**config.mk**
```make
export PLATFORM = sky130hd
export DESIGN_NAME = multicycle_mem_responder
export DESIGN_NICKNAME = d
export VERILOG_FILES = /design/src/rtl/multicycle_mem_responder.sv
export SDC_FILE = /design/constraint.sdc
export NUM_CORES = 2
export LEC_CHECK = 0
export ABC_AREA = 1
export CAP_MARGIN = 20
export CELL_PAD_IN_SITES_DETAIL_PLACEMENT = 1
export CELL_PAD_IN_SITES_GLOBAL_PLACEMENT = 2
export CORE_MARGIN = 3
export CORE_UTILIZATION = 30
export DETAILED_ROUTE_END_ITERATION = 8
export PLACE_DENSITY_LB_ADDON = 0.05
export SKIP_LAST_GASP = 1
export SLEW_MARGIN = 10
export SYNTH_ARGS = -nofsm -noshare
export SYNTH_HDL_FRONTEND = slang
export SYNTH_SLANG_ARGS = --single-unit
export TNS_END_PERCENT = 1
```
**constraint.sdc**
```tcl
create_clock -name clk -period 6.9 [get_ports clk]
set_clock_uncertainty 0.05 [all_clocks]
set_input_delay 1.38 -clock clk [delete_from_list [all_inputs] [get_ports clk]]
set_output_delay 1.38 -clock clk [all_outputs]
set_load 0.03 [all_outputs]
```
**src/rtl/multicycle_mem_responder.sv**
```systemverilog
// Slow-memory responder for the multicycle core's unified memory port.
// Accepts one request in IDLE, waits WAIT_CYCLES, then commits/returns with a one-cycle Ready.
module multicycle_mem_responder #(
  parameter int unsigned DEPTH       = 64,
  parameter int unsigned WAIT_CYCLES = 2
) (
  input  logic        clk,
  input  logic        Reset,
  input  logic        Req,
  input  logic        MemWrite,
  input  logic [31:0] Adr,
  input  logic [31:0] WriteData,
  output logic [31:0] ReadData,
  output logic        Ready,
  output logic        Busy,
  output logic        Fault
);

  localparam int unsigned AW = (DEPTH > 1) ? $clog2(DEPTH) : 1;
  localparam int unsigned CW = 4;

  typedef enum logic [1:0] {S_IDLE, S_WAIT, S_RESP} state_t;

  state_t          r_state;
  state_t          w_next;
  logic [CW-1:0]   r_cnt;
  logic [CW-1:0]   w_cnt_next;
  logic [31:0]     r_adr;
  logic [31:0]     r_wdata;
  logic            r_we;
  logic            w_accept;
  logic            w_enter_resp;
  logic [31:0]     w_adr;
  logic [31:0]     w_wdata;
  logic            w_we;
  logic            w_legal;
  logic [AW-1:0]   w_idx;
  logic [31:0]     r_mem [DEPTH];

  // Next-state and wait counter
  always_comb begin
    w_next     = r_state;
    w_cnt_next = r_cnt;
    w_accept   = 1'b0;
    case (r_state)
      S_IDLE: begin
        if (Req) begin
          w_accept = 1'b1;
          if (WAIT_CYCLES == 0) begin
            w_next = S_RESP;
          end else begin
            w_next     = S_WAIT;
            w_cnt_next = CW'(WAIT_CYCLES);
          end
        end
      end
      S_WAIT: begin
        w_cnt_next = r_cnt - CW'(1);
        if (r_cnt == CW'(1)) w_next = S_RESP;
      end
      S_RESP:  w_next = S_IDLE;
      default: w_next = S_IDLE;
    endcase
  end

  // With zero wait states the access happens on the accepting edge, so use the live inputs
  always_comb begin
    w_enter_resp = (w_next == S_RESP);
    w_adr        = (r_state == S_IDLE) ? Adr       : r_adr;
    w_wdata      = (r_state == S_IDLE) ? WriteData : r_wdata;
    w_we         = (r_state == S_IDLE) ? MemWrite  : r_we;
    w_legal      = (w_adr[1:0] == 2'b00) && (w_adr[31:2] < 30'(DEPTH));
    w_idx        = w_adr[AW+1:2];
  end

  always_ff @(posedge clk or posedge Reset) begin
    if (Reset) begin
      r_state  <= S_IDLE;
      r_cnt    <= '0;
      r_adr    <= '0;
      r_wdata  <= '0;
      r_we     <= 1'b0;
      ReadData <= 32'h0;
      Ready    <= 1'b0;
      Busy     <= 1'b0;
      Fault    <= 1'b0;
    end else begin
      r_state <= w_next;
      r_cnt   <= w_cnt_next;
      Ready   <= w_enter_resp;
      Busy    <= (w_next != S_IDLE);
      if (w_accept) begin
        r_adr   <= Adr;
        r_wdata <= WriteData;
        r_we    <= MemWrite;
        Fault   <= 1'b0;
      end
      // Later assignment wins when accept and response share an edge
      if (w_enter_resp) begin
        if (!w_legal) begin
          ReadData <= 32'h0;
          Fault    <= 1'b1;
        end else if (!w_we) begin
          ReadData <= r_mem[w_idx];
        end
      end
    end
  end

  // Array is never reset; a write in flight is dropped if Reset is high at the commit edge
  always_ff @(posedge clk) begin
    if (!Reset && w_enter_resp && w_legal && w_we) r_mem[w_idx] <= w_wdata;
  end

endmodule

```
==> impl_metrics.yaml <==
drt:
  wire_per_inst_microns: 26.8
  via_count: 61200
  initialDrtViolationCount: 4940
  antenna_left: 0
  first_pass_iters: 5
  drcViolationCount: 0
  via_per_inst: 4.73
  wirelength_microns: 346000
floorplan:
  die_y_microns: 554
  rows: 200
  ios: 103
  core_sq_mm: 0.298
  chipWidth_microns: 554
  dieArea_sq_mm: 0.307
  start_util_pct: 30.2
sta:
  finalMaxSlewViolations: 0
  grt_setup_unrepaired: "no"
  maxSlewHeadroom_pct: 23.4
  max_clock_freq_mhz: 220
  hold_violations: 0
  tightest_slew_ps: 1150
  period_share_pct: 65.9
  min_period_ps: 4550
  setup_viol_count_final: 0
  setup_tns_ps: 0
grt:
  grt_util_all_layers_pct: 22.2
  grt_max_degree: 142
  antenna_found_initial: 47
  grt_pass1_wl_microns: 486000
  grt_pass1_vias: 62400
  gr-total-overflow: 0
worst_hold_path:
  min_path_cells: 2
  whs_endpoint: "r_adr[30]$_DFFE_PP0P_"
  hold_path_class: "flop to flop"
  hold_start: "r_adr[30]$_DFFE_PP0P_"
setup_path:
  path_cells: "inv_1, nand2_4, nand2_1, nor2_1, nand3_1, nand2_1, nand3_1, inv_1, nand2_1, nor3_4, nand3_1, buf_4, nor2_4"
  slowest_delay_ps: 780
  r2r_setup_slack_ps: 2350
  slowest_stage: "nor2_4"
  r2r-start: "r_state[0]$_DFF_PP0_"
  timing.rr.end: "r_mem[30][22]$_DFFE_PP_"
  cp-start-kind: "flop"
  worstSetupPathType: "flop to flop"
  critPathCaptureType: "flop"
  cp_data_required_time_ps: 7330
  crit_fanout: 37
  cp_data_arrival_time_ps: 4980
  r2r_cells: 13
place:
  placed_cell_area_sq_mm: 0.0974
  gp_congestion: 0.801
  io_buffers: 102
  dp_hpwl_microns: 215000
yosys:
  netlist.area_leader.share_pct: 68.3
  yosys.area_share.simple_pct: 20.9
  yosysTopAreaCell: "edfxtp_1"
  seq_area_frac_synth_pct: 71.2
  ys_seq_elements: 2154
  synth_top_family_by_area: "simple AND/OR/NAND/NOR gates"
  syn_inst: 8542
  synthMuxAreaShare_pct: 0.0111
  synth_warnings: 0
  synth-compound-area-share_pct: 1.83
  ys_top_cells_by_area: "edfxtp_1 68%, nand2_1 16%, inv_1 3.8%, nand3_1 3.2%, dfrtp_1 2.9%"
  synth_xor_area_share_pct: 0
  synth_area_sq_mm: 0.0901
  synthAdderAreaFrac_pct: 0.0278
  synth_cell_types: 32
  synth.avg_cell_area_sq_um: 10.5
  syn_nets: 8612
cts:
  post_cts_buffers: 0
  numCtsBuffers: 266
  cts.sinks: 2154
  ctsHoldBuffers: 0
  cts_tree: "built"
  clk_pin_slew_ps: 60
  cts_resized: 0
  clkLatencyLatePin_ps: 880
  root_buffer: "clkbuf_16"
  clk_path_buf_depth: 4
  htree_num_levels: 5
run:
  drv_cap: 0
status:
  status: "complete, no violations"
power_and_ir_drop:
  leakage_nw: 42.5
  p_per_area_mw_per_mm2: 499
  irDropWorstVdd_v: 0.000390
final_layout:
  post_route_cells_drive_above_1_share_pct: 8.15
  nFillCells: 32600
  final_common_cell: "nand2_1"
  syn2layout_area_growth_pct: 17.5
  design_area_sq_mm: 0.106
  layout_common_cells: "3,751 x nand2_1, 2,048 x edfxtp_1, 921 x inv_1, 573 x nand3_1, 277 x clkbuf_16"
  nNetsFinal: 8822
-- layer usage --
layer	GRT usage [%]	vias to the layer above	part of all wire, %
met2	36.2	1221	47
met4	4.57	0	1.9
li1	-	28300	-
met1	31.6	31300	47
met5	0	-	0
met3	2.71	366	4.2
-- cell type report --
type                       count  area (sq um)  area share, %
tap                         3939          4930           4.66
clock buffer                 367          7360           6.96
inverter                     929          3490           3.30
timing repair buffer         357          3370           3.18
sequential                  2154         64200           60.6
clock inverter               106           948          0.896
antenna                       26          65.1         0.0615
multi-input combinational   5044         21500           20.3
-- worst max-delay path by stage --
stage | start | to | slack, ps | cells past startpoint
5_1_grt | r_state[0]$_DFF_PP0_ | r_mem[33][1]$_DFFE_PP_ | 1970 | 14
3_3_place_gp | Adr[29] | r_mem[33][24]$_DFFE_PP_ | 1370 | 14
2_1_floorplan | WriteData[0] | r_mem[0][0]$_DFFE_PP_ | 2200 | 2
4_1_cts | r_state[0]$_DFF_PP0_ | r_mem[33][31]$_DFFE_PP_ | 2200 | 14
3_5_place_dp | Adr[8] | r_mem[33][20]$_DFFE_PP_ | 1360 | 14
6_report | r_state[0]$_DFF_PP0_ | r_mem[30][22]$_DFFE_PP_ | 2350 | 13
-- kinds of logic after synthesis --
family,Yosys count
AOI/OAI and AO/OA,326
adders and majority gates,2
buffers and inverters,1344
DFF,2154
muxes,1
and+or+nand+nor,4715
-- synthesized netlist by cell type (all sizes together) --
| master | number |
|---|---|
| nand4 | 122 |
| clkbuf | 139 |
| buf | 276 |
| nor3 | 11 |
| nor4 | 1 |
| clkinv | 1 |
| edfxtp | 2048 |
| ha | 2 |
| and2 | 14 |
| nor2 | 231 |
| nand3 | 575 |
| a21oi | 48 |
| o21ai | 273 |
| nand2 | 3760 |
| a22oi | 1 |
| a31oi | 3 |
| inv | 928 |
| mux2i | 1 |
| nand3b | 1 |
| o211ai | 1 |
| dfrtp | 106 |
-- sequential cells by signal, indices dropped and copies added, names as in the netlist --
name / flops
Fault: 1
r_adr: 32
Ready: 1
ReadData: 32
r_cnt: 4
r_mem: 2048
r_we: 1
r_wdata: 32
Busy: 1
r_state: 2
-- critical path, delay by kind of cell (launching register included) --
family	cells	cell delay, ps
buffers and inverters	3	650
AND/OR/NAND/NOR	10	2980
flip-flops	1	410
-- report_power, final --
part	internal (mW)	switching, mW	total, mW
sequential	16.9	0.117	17.0
clock	8.05	5.63	13.7
combinational	4.34	17.8	22.1
total	29.3	23.5	52.8
-- metrics by stage --
stage          hold WS [ps]  std cells  util (%)  power, mW  setup WS (ps)
2_1_floorplan           400       8542         -       28.3           2200
3_3_place_gp            416      12400      32.7       39.9           1370
3_5_place_dp            417      12400      32.7       40.0           1360
4_1_cts                 433      12900      35.5       53.9           2200
5_1_grt                 457      12900      35.5       55.8           1970
6_report                433      12900      35.5       52.8           2350
(Power assumes the default switching activity.)
